## config.mk

```make
export PLATFORM = sky130hd
export DESIGN_NAME = output_port_arbiter
export DESIGN_NICKNAME = d
export VERILOG_FILES = /design/src/rtl/output_port_arbiter.sv
export SDC_FILE = /design/constraint.sdc
export NUM_CORES = 1
export LEC_CHECK = 0
export ABC_AREA = 1
export CORE_ASPECT_RATIO = 2
export CORE_UTILIZATION = 35
export CTS_BUF_LIST = sky130_fd_sc_hd__clkbuf_4
export DETAILED_ROUTE_END_ITERATION = 10
export PLACE_DENSITY = 0.66
export SETUP_SLACK_MARGIN = 0.1
export SLEW_MARGIN = 20
export SYNTH_ARGS = -nofsm -noshare
export SYNTH_HDL_FRONTEND = slang
export SYNTH_SLANG_ARGS = --single-unit
```

## constraint.sdc

```tcl
create_clock -name clk -period 4.14 [get_ports clk]
set_input_delay 1.242 -clock clk [delete_from_list [all_inputs] [get_ports clk]]
set_output_delay 1.242 -clock clk [all_outputs]
set_load 0.01 [all_outputs]
```

## src/rtl/output_port_arbiter.sv

```systemverilog
`default_nettype none
// ============================================================================
// Module      : output_port_arbiter
// Description : Round-robin owner of one router output port; forwards whole
//               packets with a 4-phase req/ack flit handshake on both sides.
// Revision    : 1.0
// ============================================================================
module output_port_arbiter #(
    parameter int N        = 32,
    parameter int NIN      = 4,
    parameter int TAIL_BIT = N - 1
) (
    input  logic             clk,
    input  logic             rst,
    input  logic [NIN*N-1:0] in_data,
    input  logic [NIN-1:0]   in_req,
    output logic [NIN-1:0]   in_ack,
    output logic [N-1:0]     out_data,
    output logic             out_req,
    input  logic             out_ack,
    output logic [NIN-1:0]   grant_o,
    output logic             busy
);

    localparam int IDX_W = (NIN > 1) ? $clog2(NIN) : 1;

    typedef enum logic [1:0] {
        IDLE      = 2'd0,
        REQ_OUT   = 2'd1,
        ACK_IN    = 2'd2,
        WAIT_FLIT = 2'd3
    } state_t;

    state_t             r_state, w_state;
    logic [IDX_W-1:0]   r_ptr, w_ptr;
    logic [IDX_W-1:0]   r_gnt, w_gnt;
    logic [N-1:0]       r_data, w_data;
    logic               r_out_req, w_out_req;
    logic [NIN-1:0]     r_in_ack, w_in_ack;
    logic [NIN-1:0]     r_grant, w_grant;
    logic               r_busy, w_busy;

    logic [N-1:0]       w_flits [NIN];
    logic               w_found;
    logic [IDX_W-1:0]   w_sel;
    logic [IDX_W-1:0]   w_idx;

    generate
        for (genvar gi = 0; gi < NIN; gi++) begin : g_unpack
            assign w_flits[gi] = in_data[gi*N +: N];
        end
    endgenerate

    // First requester at or after the round-robin pointer, wrapping.
    always_comb begin
        w_found = 1'b0;
        w_sel   = '0;
        w_idx   = '0;
        for (int i = 0; i < NIN; i++) begin
            w_idx = IDX_W'((int'(r_ptr) + i) % NIN);
            if (!w_found && in_req[w_idx]) begin
                w_found = 1'b1;
                w_sel   = w_idx;
            end
        end
    end

    always_comb begin
        w_state   = r_state;
        w_ptr     = r_ptr;
        w_gnt     = r_gnt;
        w_data    = r_data;
        w_out_req = r_out_req;
        w_in_ack  = r_in_ack;
        w_grant   = r_grant;
        w_busy    = r_busy;
        case (r_state)
            IDLE: begin
                if (w_found) begin
                    w_gnt     = w_sel;
                    w_data    = w_flits[w_sel];
                    w_grant   = NIN'(1) << w_sel;
                    w_busy    = 1'b1;
                    w_out_req = 1'b1;
                    w_state   = REQ_OUT;
                end
            end
            REQ_OUT: begin
                if (out_ack) begin
                    w_out_req = 1'b0;
                    w_in_ack  = NIN'(1) << r_gnt;
                    w_state   = ACK_IN;
                end
            end
            ACK_IN: begin
                // Both sides must have returned to zero before the flit closes.
                if (!in_req[r_gnt] && !out_ack) begin
                    w_in_ack = '0;
                    if (r_data[TAIL_BIT]) begin
                        w_grant = '0;
                        w_busy  = 1'b0;
                        w_ptr   = IDX_W'((int'(r_gnt) + 1) % NIN);
                        w_state = IDLE;
                    end else begin
                        w_state = WAIT_FLIT;
                    end
                end
            end
            WAIT_FLIT: begin
                if (in_req[r_gnt]) begin
                    w_data    = w_flits[r_gnt];
                    w_out_req = 1'b1;
                    w_state   = REQ_OUT;
                end
            end
            default: w_state = IDLE;
        endcase
    end

    always_ff @(posedge clk or posedge rst) begin
        if (rst) begin
            r_state   <= IDLE;
            r_ptr     <= '0;
            r_gnt     <= '0;
            r_data    <= '0;
            r_out_req <= 1'b0;
            r_in_ack  <= '0;
            r_grant   <= '0;
            r_busy    <= 1'b0;
        end else begin
            r_state   <= w_state;
            r_ptr     <= w_ptr;
            r_gnt     <= w_gnt;
            r_data    <= w_data;
            r_out_req <= w_out_req;
            r_in_ack  <= w_in_ack;
            r_grant   <= w_grant;
            r_busy    <= w_busy;
        end
    end

    assign in_ack   = r_in_ack;
    assign out_data = r_data;
    assign out_req  = r_out_req;
    assign grant_o  = r_grant;
    assign busy     = r_busy;

endmodule
`default_nettype wire

```

==> results.sh, run 1 <==
export IMPL_worst_slew_pin_slew_ps=851
export IMPL_slew_limit_headroom=0.430
export IMPL_final_setup_viol_count=0
export IMPL_drv_max_cap_violation_count=0
export IMPL_grt_max_degree=68
export IMPL_drc=0
export IMPL_antenna_violating_nets_post_route=0
export IMPL_hp_start="out_data[28]$_DFFE_PP0P_"
export IMPL_synth_seq_cells=48
export IMPL_combinationalPowerShare=0.804
export IMPL_whs_path_depth=2
export IMPL_yosysSeqAreaShare=0.242
export IMPL_drt_pre_antenna_iters=5
export IMPL_part_of_the_power_in_the_clock_network=0.051
export IMPL_setup_tns_ps=0
export IMPL_detailed_place_hpwl_um=13100
export IMPL_syn_to_final_growth_pct=37.9
export IMPL_path_max_fanout=34
export IMPL_dr_total_vias=6413
export IMPL_start_util=0.357
export IMPL_final_seq_area_mm2=0.00120
export IMPL_final_core_occ=0.492
export IMPL_grt_pass1_wl_um=30400
export IMPL_cts_inserted_buffers=5
export IMPL_die_span_in_y_um=170
export IMPL_place_gp_congestion=0.866
export IMPL_power_internal_w=0.00262
export IMPL_globalRoute_totalOverflow=0
export IMPL_share_seq_of_total_power=0.145
export IMPL_worst_vdd_rail_ir_drop_v=0.000580
export IMPL_antenna_violations_before_repair=1
export IMPL_synth_nets=1010
export IMPL_timing_clock_skew_ps=35.4
export IMPL_combined_area_of_the_multi_input_logic_cells_mm2=0.00331
export IMPL_cts_root_to_sink_buffers=2
export IMPL_outcome="finished, final reports clean"
export IMPL_wire_length_reported_by_the_detailed_router_um=19600
export IMPL_netSwitchingFraction=0.577
export IMPL_mostFrequentLayoutCells="341 x nand2_1, 176 x clkdlybuf4s50_1, 133 x nor2_1, 79 x o21ai_0, 66 x nand4_1"
export IMPL_layout_cells_most_common="nand2_1"
export IMPL_finalHoldViolCount=0
export IMPL_syn_mean_instance_area_um2=5.72
export IMPL_number_of_global_route_vias_before_repair=5917
export IMPL_final_critical_path_time_including_i_o_delays_and_setup_ps=3030
export IMPL_depth_of_the_worst_register_to_register_path=10
export IMPL_place_detailed_instances=1179
export IMPL_post_drt_via_cell_ratio=5.40
export IMPL_clock_tree_htree_level_count=2
export IMPL_r2r_end="out_data[10]$_DFFE_PP0P_"
export IMPL_final_max_slew_viol_count=0
export IMPL_dpl_cell_area_mm2=0.00675
export IMPL_cts_root_buffer="clkbuf_4"
export IMPL_drt_first_iter_violations=403
export IMPL_global_route_usage_total=0.265
export IMPL_syn_inst=867
export IMPL_nNetsFinal=1140
export IMPL_reg2reg_setup_slack_ps=1590
export IMPL_tritoncts_num_sinks=48
export IMPL_port_buffers=176
export IMPL_mappedNetlistArea_mm2=0.00496
export IMPL_worstSetupStartpointType="primary input"
export IMPL_coreArea_mm2=0.0139
export IMPL_postCtsSetupRepairBufs=0
export IMPL_std_cell_rows=61
export IMPL_postLayoutCellArea_mm2=0.00684
export IMPL_rsz_0062_raised_after_global_routing="false"
export IMPL_reg2reg_from="r_gnt[1]$_DFFE_PP0P_"
export IMPL_global_route_peak_usage_layer="met2"
export IMPL_worst_ep_required_time_ps=4490
export IMPL_global_route_usage_met3=0.0242
export IMPL_power_density_mw_per_mm2=907
export IMPL_post_cts_resize_count=0
export IMPL_synth_warnings=0
export IMPL_boundaryPins=177
export IMPL_tritoncts_clock_tree="built"
export IMPL_p_switching_w=0.00358
export IMPL_path_clk_slew_ps=150
export IMPL_num_fill_cells=1492
export IMPL_groute_layer_met1_usage=0.295
export IMPL_drt_wirelength_per_cell_um=16.5
export IMPL_timing_hold_worst_class="reg -> reg"
export IMPL_yosys_cell_types_count=31
export IMPL_grt_util_met2=0.479
export IMPL_finalNonFillerCells=1188
export IMPL_area_enclosed_by_the_die_boundary_mm2=0.0147
export IMPL_drive_above_1_share=0.0471
export IMPL_die_width_um=86.2
export IMPL_worst_endpoint_arrival_ps=3370
export IMPL_hold_bufs_at_cts=0
export IMPL_worst_setup_path_type="in -> reg"
export IMPL_fmax_mhz=331
export IMPL_period_utilization=0.731
export IMPL_worst_skew_pair_late_latency_ps=420
export IMPL_worstSetupEndpointType="register"
export IMPL_min_delay_worst_endpoint="out_data[28]$_DFFE_PP0P_"
export IMPL_power_static_leakage_nw=3.24
## flip-flops by register name, summed over array words and instances, names as in the netlist
| signal | count |
|---|---|
| r_state | 2 |
| r_ptr | 2 |
| r_gnt | 2 |
| grant_o | 4 |
| out_data | 32 |
| in_ack | 4 |
| busy | 1 |
| out_req | 1 |
## layer usage
metal	up-vias	wire length, um
li1	3122	-
met1	2947	7310
met2	295	10200
met3	49	1120
met4	0	998
met5	-	0
## worst max-delay path, cell delays in order
cell	delay, ps
clkdlybuf4s50_1	440
inv_1	80
nand2_1	60
nand3_1	130
nand2_2	110
nor2_8	160
nand3_1	90
nand3_1	100
nand2_2	60
inv_2	530
nand2_1	110
nand3_1	90
nand2_1	80
nand2_1	70
## power by group through the flow
stage / clock, W / sequential [W] / combinational, W
2_1_floorplan: 0 / 0.000927 / 0.00358
3_3_place_gp: 0 / 0.000907 / 0.00491
3_5_place_dp: 0 / 0.000904 / 0.00495
4_1_cts: 0.000325 / 0.000897 / 0.00496
5_1_grt: 0.000339 / 0.000923 / 0.00559
6_report: 0.000317 / 0.000897 / 0.00499
## Yosys cell counts
cell | instances | area, um2
nand2_1 | 341 | 1280
nor2_1 | 133 | 499
o21ai_0 | 79 | 395
nand4_1 | 66 | 413
dfrtp_1 | 48 | 1200
nand3_1 | 42 | 210
a31oi_1 | 32 | 200
buf_2 | 28 | 140
clkbuf_1 | 22 | 82.6
inv_1 | 18 | 67.6
ha_1 | 8 | 100
buf_4 | 7 | 52.6
buf_1 | 6 | 22.5
buf_6 | 6 | 67.6
inv_2 | 5 | 18.8
nand2_2 | 4 | 25.0
o21ai_1 | 4 | 20.0
a21oi_1 | 3 | 15.0
nand3_2 | 2 | 20.0
o21ai_2 | 2 | 17.5
a211oi_2 | 1 | 12.5
clkinv_1 | 1 | 3.75
inv_4 | 1 | 6.26
nand3_4 | 1 | 17.5
nand3b_1 | 1 | 7.51
nand4_2 | 1 | 12.5
nor2_2 | 1 | 6.26
nor2_8 | 1 | 20.0
o211ai_1 | 1 | 7.51
o211ai_2 | 1 | 12.5
or2_1 | 1 | 6.26
## cell type report
| cell class | count | share of cell area |
|---|---|---|
| clock buffers | 5 | 0.00549 |
| flip-flops and latches | 48 | 0.176 |
| clock inverters | 3 | 0.00695 |
| well taps | 189 | 0.0346 |
| multi-input cells | 725 | 0.484 |
| repair buffers | 192 | 0.279 |
| diodes | 1 | 0.000366 |
| inverters | 25 | 0.0145 |
## how the worst max path moves through the flow
stage	cells past startpoint	startpoint	slack (ps)	end
5_1_grt	14	in_req[2]	930	out_data[8]$_DFFE_PP0P_
3_5_place_dp	12	in_req[3]	660	out_data[20]$_DFFE_PP0P_
3_3_place_gp	12	in_req[3]	710	out_data[19]$_DFFE_PP0P_
4_1_cts	14	in_req[3]	1140	out_data[10]$_DFFE_PP0P_
2_1_floorplan	16	in_req[2]	1590	out_data[0]$_DFFE_PP0P_
6_report	14	in_req[3]	1110	out_data[13]$_DFFE_PP0P_
## cells by family (layout without fill, tap and decap cells)
| kind of cell | Yosys count | after routing | share of synthesized area |
|---|---|---|---|
| AND/OR/NAND/NOR | 594 | 594 | 0.507 |
| buffers and inverters | 94 | 225 | 0.0931 |
| flip-flops | 48 | 48 | 0.242 |
| adder cells (fa/ha/maj) | 8 | 8 | 0.0202 |
| other | 0 | 1 | 0 |
| AO/OA/AOI/OAI | 123 | 123 | 0.137 |
## stage by stage
stage	hold slack [ps]	setup slack, ps	power, W
floorplan	515	1590	0.00450
global placement	465	709	0.00582
detailed placement	464	665	0.00585
CTS	502	1140	0.00618
global route	522	932	0.00686
finish	495	1110	0.00620
No activity file was read; power rests on OpenSTA's default activity.
==> run 2: changes to the inputs <==
- PLACE_DENSITY: 0.66 -> 0.68
- clock period: 4.14 -> 2.6 ns (I/O delays scaled with it)
==> results.sh, run 2 (synthesis gave the netlist of run 1 again) <==
export IMPL_outcome="finished, final reports clean"
export IMPL_worst_endpoint_arrival_ps=2780
export IMPL_hp_start="out_data[28]$_DFFE_PP0P_"
export IMPL_worstSetupEndpointType="register"
export IMPL_reg2reg_from="r_ptr[0]$_DFFE_PP0P_"
export IMPL_worst_skew_pair_late_latency_ps=410
export IMPL_clock_tree_htree_level_count=2
export IMPL_cts_root_buffer="clkbuf_4"
export IMPL_combined_area_of_the_multi_input_logic_cells_mm2=0.00336
export IMPL_area_enclosed_by_the_die_boundary_mm2=0.0147
export IMPL_netSwitchingFraction=0.529
export IMPL_whs_path_depth=2
export IMPL_coreArea_mm2=0.0139
export IMPL_cpMaxStageDelayCell="clkdlybuf4s50_1"
export IMPL_worstSetupStartpointType="primary input"
export IMPL_critical_path_n_buffers_inverters=6
export IMPL_setup_tns_ps=0
export IMPL_mostFrequentLayoutCells="338 x nand2_1, 173 x clkdlybuf4s50_1, 133 x nor2_1, 79 x o21ai_0, 66 x nand4_1"
export IMPL_tritoncts_num_sinks=48
export IMPL_worst_slew_pin_slew_ps=652
export IMPL_drt_pre_antenna_iters=5
export IMPL_min_delay_worst_endpoint="out_data[28]$_DFFE_PP0P_"
export IMPL_die_width_um=86.2
export IMPL_finalHoldViolCount=0
export IMPL_antenna_violations_before_repair=1
export IMPL_nNetsFinal=1186
export IMPL_reg2reg_setup_slack_ps=370
export IMPL_drt_first_iter_violations=432
export IMPL_depth_of_the_worst_register_to_register_path=15
export IMPL_num_fill_cells=1435
export IMPL_p_switching_w=0.00624
export IMPL_timing_clock_skew_ps=11.2
export IMPL_path_cells="clkdlybuf4s50_1, inv_2, nand2_1, nand3_1, nand2_2, buf_4, inv_4, buf_4, nand4_4, o211ai_4, buf_12, a31oi_1, nand2_1, nand2_1"
export IMPL_fmax_mhz=413
export IMPL_largest_delay_contributor_family_on_the_critical_path="buffers and inverters"
export IMPL_r2r_end="out_data[25]$_DFFE_PP0P_"
export IMPL_power_internal_w=0.00556
export IMPL_drv_max_cap_violation_count=0
export IMPL_grt_max_degree=66
export IMPL_final_critical_path_time_including_i_o_delays_and_setup_ps=2420
export IMPL_cts_inserted_buffers=5
export IMPL_rsz_0062_raised_after_global_routing="true"
export IMPL_port_buffers=176
export IMPL_critical_path_top_cell_by_count="nand2_1"
export IMPL_power_density_mw_per_mm2=1560
export IMPL_final_setup_viol_count=0
export IMPL_layout_cells_most_common="nand2_1"
export IMPL_globalRoute_totalOverflow=0
export IMPL_detailed_place_hpwl_um=13700
export IMPL_post_place_ws_ps=-182
export IMPL_die_span_in_y_um=170
export IMPL_cts_root_to_sink_buffers=2
export IMPL_place_gp_congestion=0.886
export IMPL_met1Wirelength_um=7600
export IMPL_start_util=0.357
export IMPL_boundaryPins=177
export IMPL_wl_met3_um=1250
export IMPL_timing_hold_worst_class="reg -> reg"
export IMPL_drive_above_1_share=0.101
export IMPL_worst_vdd_rail_ir_drop_v=0.000652
export IMPL_combinationalPowerShare=0.835
export IMPL_std_cell_rows=61
export IMPL_number_of_global_route_vias_before_repair=5983
export IMPL_worst_setup_path_type="in -> reg"
export IMPL_dpl_cell_area_mm2=0.00714
export IMPL_period_utilization=0.931
export IMPL_tritoncts_clock_tree="built"
export IMPL_drt_wirelength_per_cell_um=17.1
export IMPL_path_max_fanout=11
export IMPL_final_seq_area_mm2=0.00120
export IMPL_postLayoutCellArea_mm2=0.00755
export IMPL_routed_wl_met2_um=11200
export IMPL_grt_pass1_wl_um=30000
export IMPL_timing_final_ws_setup_ps=181
export IMPL_routed_top_layer="met4"
export IMPL_hold_bufs_at_cts=0
export IMPL_final_max_slew_viol_count=0
export IMPL_slew_limit_headroom=0.565
export IMPL_post_drt_via_cell_ratio=5.39
export IMPL_antenna_violating_nets_post_route=0
export IMPL_place_detailed_instances=1211
export IMPL_global_route_usage_total=0.261
export IMPL_largest_reg_flops=32
export IMPL_drc=0
export IMPL_timing_hold_ws_ps=496
export IMPL_share_seq_of_total_power=0.122
export IMPL_finalNonFillerCells=1234
export IMPL_dr_total_vias=6656
export IMPL_crit_path_largest_cell_delay_ps=490
export IMPL_part_of_the_power_in_the_clock_network=0.043
export IMPL_path_clk_slew_ps=170
export IMPL_power_static_leakage_nw=3.62
export IMPL_wire_length_reported_by_the_detailed_router_um=21100
export IMPL_worst_ep_required_time_ps=2970
export IMPL_syn_to_final_growth_pct=52.2
==> run 2: worst max path at each step <==
stage / to / start / slack (ps) / cells after the start
after floorplan: out_data[0]$_DFFE_PP0P_ / in_req[2] / 510 / 16
after global placement: out_data[25]$_DFFE_PP0P_ / in_req[1] / -150 / 14
after detailed placement: out_data[21]$_DFFE_PP0P_ / in_req[1] / -180 / 14
after CTS: out_data[21]$_DFFE_PP0P_ / in_req[1] / 280 / 14
after global routing: out_data[11]$_DFFE_PP0P_ / in_req[0] / 80 / 14
final: out_data[29]$_DFFE_PP0P_ / in_req[0] / 180 / 14
==> run 2: layout make-up <==
class,instances,share of cell area
multi-input cells,725,0.445
repair buffers,238,0.340
flip-flops and latches,48,0.159
well taps,189,0.0313
inverters,25,0.0131
clock inverters,3,0.00630
clock buffers,5,0.00497
diodes,1,0.000331
==> run 2: metal layers <==
| layer | vias to the layer above | global-route usage |
|---|---|---|
| met2 | 328 | 0.481 |
| met1 | 3048 | 0.290 |
| met3 | 64 | 0.0194 |
| met4 | 0 | 0.143 |
| li1 | 3216 | - |
| met5 | - | 0 |
==> run 2: through the flow <==
step           power [W]  utilization
3_3_place_gp      0.0101        0.514
4_1_cts           0.0107        0.520
3_5_place_dp      0.0102        0.514
5_1_grt           0.0128        0.544
2_1_floorplan    0.00717            -
6_report          0.0118        0.544
==> run 2: repair_timing <==
item	in CTS	in global routing
buffers inserted	0	5
endpoints found under the setup margin	0	8
resized for setup	0	22
==> run 2: tightest hold or removal path, cell delays in order, from the launching register on <==
cell,delay (ps)
dfrtp_1,380
nand2_1,50
nand2_1,50
==> run 2: power groups by stage <==
stage                     logic [W]  clock network (W)  registers, W
after floorplan             0.00570                  0       0.00148
after global placement      0.00862                  0       0.00144
after detailed placement    0.00872                  0       0.00144
after CTS                   0.00874           0.000532       0.00143
after global routing         0.0108           0.000529       0.00147
final                       0.00985           0.000507       0.00144
==> run 3: changes to the inputs <==
- ABC_AREA: 1 -> unset
- CORE_MARGIN: unset -> 1.5
- PLACE_DENSITY: 0.68 -> 0.71
==> results.sh, run 3 <==
export IMPL_depth_of_the_worst_register_to_register_path=5
export IMPL_part_of_the_power_in_the_clock_network=0.055
export IMPL_boundaryPins=177
export IMPL_rsz_0062_raised_after_global_routing="true"
export IMPL_async_reset_ff_frac=1.00
export IMPL_min_delay_worst_endpoint="grant_o[0]$_DFFE_PP0P_"
export IMPL_place_gp_congestion=0.866
export IMPL_grt_pass1_wl_um=25600
export IMPL_worst_slew_pin_slew_ps=708
export IMPL_post_synth_most_frequent_cells="75 x nand2_1, 73 x a21oi_1, 48 x dfrtp_1, 35 x a22o_1"
export IMPL_reg2reg_setup_slack_ps=520
export IMPL_cpMaxStageDelayCell="clkdlybuf4s50_1"
export IMPL_antenna_violating_nets_post_route=0
export IMPL_synth_warnings=0
export IMPL_final_setup_viol_count=0
export IMPL_tritoncts_num_sinks=48
export IMPL_global_route_usage_met3=0.0241
export IMPL_cts_inserted_buffers=5
export IMPL_drive_above_1_share=0.136
export IMPL_dr_total_vias=5085
export IMPL_largest_delay_contributor_family_on_the_critical_path="simple AND/OR/NAND/NOR gates"
export IMPL_cts_root_buffer="clkbuf_4"
export IMPL_p_switching_w=0.00312
export IMPL_yosys_area_share_xor_xnor=0
export IMPL_netlist_top_cells_area="dfrtp_1 28%, mux4_2 18%, a21oi_1 8.6%"
export IMPL_synth_top_family_by_area="compound AO/OA/AOI/OAI gates"
export IMPL_die_span_in_y_um=159
export IMPL_mappedNetlistArea_mm2=0.00424
export IMPL_globalRoute_totalOverflow=0
export IMPL_netSwitchingFraction=0.451
export IMPL_synth_compound_area_frac=0.262
export IMPL_detailed_place_hpwl_um=12400
export IMPL_number_of_global_route_vias_before_repair=5175
export IMPL_drc=0
export IMPL_clock_tree_htree_level_count=2
export IMPL_synth_top_cell_area_share=0.283
export IMPL_start_util=0.360
export IMPL_synth_top_area_cell="dfrtp_1"
export IMPL_hp_start="grant_o[0]$_DFFE_PP0P_"
export IMPL_cts_root_to_sink_buffers=2
export IMPL_timing_final_ws_setup_ps=168
export IMPL_path_cells="clkdlybuf4s50_1, nor2b_1, o21ai_4, nand3_1, nand4_1, a22o_1"
export IMPL_worst_vdd_rail_ir_drop_v=0.000688
export IMPL_synth_most_common_cell="nand2_1"
export IMPL_whs_path_depth=1
export IMPL_drv_max_cap_violation_count=0
export IMPL_path_max_fanout=17
export IMPL_reg2reg_from="r_gnt[0]$_DFFE_PP0P_"
export IMPL_groute_layer_met1_usage=0.277
export IMPL_count_of_flip_flops_with_a_built_in_enable_after_synthesis=0
export IMPL_mostFrequentLayoutCells="175 x clkdlybuf4s50_1, 75 x nand2_1, 72 x a21oi_1, 46 x dfrtp_1, 35 x a22o_1"
export IMPL_global_route_peak_usage_layer="met2"
export IMPL_yosysSeqAreaShare=0.283
export IMPL_combinationalPowerShare=0.727
export IMPL_critical_path_cell_count=6
export IMPL_largest_reg_flops=32
export IMPL_syn_to_final_growth_pct=52.5
export IMPL_std_cell_rows=56
export IMPL_outcome="finished, final reports clean"
export IMPL_worstSetupStartpointType="primary input"
export IMPL_drt_wirelength_per_cell_um=21.8
export IMPL_drt_pre_antenna_iters=6
export IMPL_layout_cells_most_common="clkdlybuf4s50_1"
export IMPL_power_internal_w=0.00380
export IMPL_power_density_mw_per_mm2=1070
export IMPL_drt_first_iter_violations=375
export IMPL_tritoncts_clock_tree="built"
export IMPL_post_synth_and_or_nand_nor_area_fraction=0.187
export IMPL_worst_setup_path_type="in -> reg"
export IMPL_crit_path_largest_cell_delay_ps=630
export IMPL_hold_bufs_at_cts=0
export IMPL_worst_endpoint_arrival_ps=2700
export IMPL_power_static_leakage_nw=2.50
export IMPL_nNetsFinal=791
export IMPL_antenna_violations_before_repair=1
export IMPL_grt_max_degree=34
export IMPL_num_fill_cells=1084
export IMPL_syn_inst=485
export IMPL_path_clk_slew_ps=140
export IMPL_synthesized_area_fraction_occupied_by_adder_cells=0.0236
export IMPL_syn_mean_instance_area_um2=8.74
export IMPL_wire_length_reported_by_the_detailed_router_um=17400
export IMPL_coreArea_mm2=0.0118
export IMPL_grt_util_met2=0.473
export IMPL_r2r_end="out_data[19]$_DFFE_PP0P_"
export IMPL_worstSetupEndpointType="register"
export IMPL_synth_nets=628
export IMPL_post_layout_total_power_w=0.00692
export IMPL_post_drt_via_cell_ratio=6.40
export IMPL_timing_hold_worst_class="reg -> reg"
export IMPL_finalHoldViolCount=0
export IMPL_timing_clock_skew_ps=35.7
export IMPL_die_width_um=80.8
export IMPL_muxShareOfSynthArea=0.183
export IMPL_postSynth_topFlopCell="dfrtp_1"
export IMPL_fmax_mhz=411
export IMPL_timing_hold_ws_ps=526
export IMPL_post_place_ws_ps=-207
export IMPL_area_enclosed_by_the_die_boundary_mm2=0.0128
export IMPL_share_seq_of_total_power=0.218
export IMPL_final_critical_path_time_including_i_o_delays_and_setup_ps=2430
export IMPL_slew_limit_headroom=0.526
export IMPL_critical_path_n_buffers_inverters=1
export IMPL_global_route_usage_total=0.263
export IMPL_yosys_cell_types_count=43
export IMPL_worst_skew_pair_late_latency_ps=400
export IMPL_worst_ep_required_time_ps=2870
export IMPL_synth_seq_cells=48
export IMPL_final_max_slew_viol_count=0
export IMPL_period_utilization=0.936
export IMPL_port_buffers=176
run 3: cell types whose count changed after synthesis, sizes merged, moves of 8 or more:
cell,delta
a21oi,+72
nand2,-270
nand4,-35
o21ai,-72
nor2,-132
a22o,+35
nand3,-12
clkbuf,+8
inv,-16
mux4,+33
a31oi,-31
o211ai,+30
buf,-25
run 3: timing repair:
action | 4_1_cts | 5_1_grt
setup endpoints to repair | 0 | 30
resized for setup | 0 | 1
buffers inserted | 0 | 0
run 3: stage by stage:
step	cells	utilization	setup TNS [ps]	area, um2
4_1_cts	793	0.548	0	6450
2_1_floorplan	485	-	0	4240
3_5_place_dp	785	0.543	-6060	6390
5_1_grt	795	0.549	0	6460
3_3_place_gp	785	0.543	-4150	6390
6_report	795	0.549	0	6460
run 3: power by group through the flow:
| stage | clock network, W | registers, W | logic [W] |
|---|---|---|---|
| global placement | 0 | 0.00151 | 0.00482 |
| finish | 0.000383 | 0.00151 | 0.00503 |
| global route | 0.000404 | 0.00156 | 0.00538 |
| CTS | 0.000393 | 0.00150 | 0.00496 |
| floorplan | 0 | 0.00149 | 0.00289 |
| detailed placement | 0 | 0.00151 | 0.00496 |
run 3: cells by family (layout without fill, tap and decap cells):
family                     count (synthesis)  after routing
buffers and inverters                     60            223
muxes                                     36             36
adders and majority gates                  8              8
other                                      0              1
and+or+nand+nor                          164            164
AOI/OAI and AO/OA                        169            170
DFF                                       48             48
run 3: routing by layer:
layer	wire, um	share of wire
met3	1280	0.074
met1	5630	0.32
met2	9340	0.54
met4	1120	0.064
met5	0	0
run 3: worst max-delay path by stage:
stage	from	end	slack, ps
3_3_place_gp	in_req[0]	out_data[14]$_DFFE_PP0P_	-160
4_1_cts	in_req[0]	out_data[19]$_DFFE_PP0P_	170
2_1_floorplan	in_req[1]	grant_o[3]$_DFFE_PP0P_	420
6_report	in_req[0]	out_data[22]$_DFFE_PP0P_	170
5_1_grt	in_req[0]	out_data[25]$_DFFE_PP0P_	100
3_5_place_dp	in_req[0]	out_data[9]$_DFFE_PP0P_	-210
run 3: cell type report:
| cell class | instances | area (um2) | area share |
|---|---|---|---|
| antenna | 1 | 2.50 | 0.000387 |
| clock buffer | 6 | 45.0 | 0.00697 |
| clock inverter | 2 | 11.3 | 0.00174 |
| inverter | 8 | 30.0 | 0.00464 |
| multi-input combinational | 378 | 2840 | 0.439 |
| sequential | 48 | 1200 | 0.186 |
| tap | 145 | 181 | 0.0281 |
| timing repair buffer | 207 | 2150 | 0.333 |
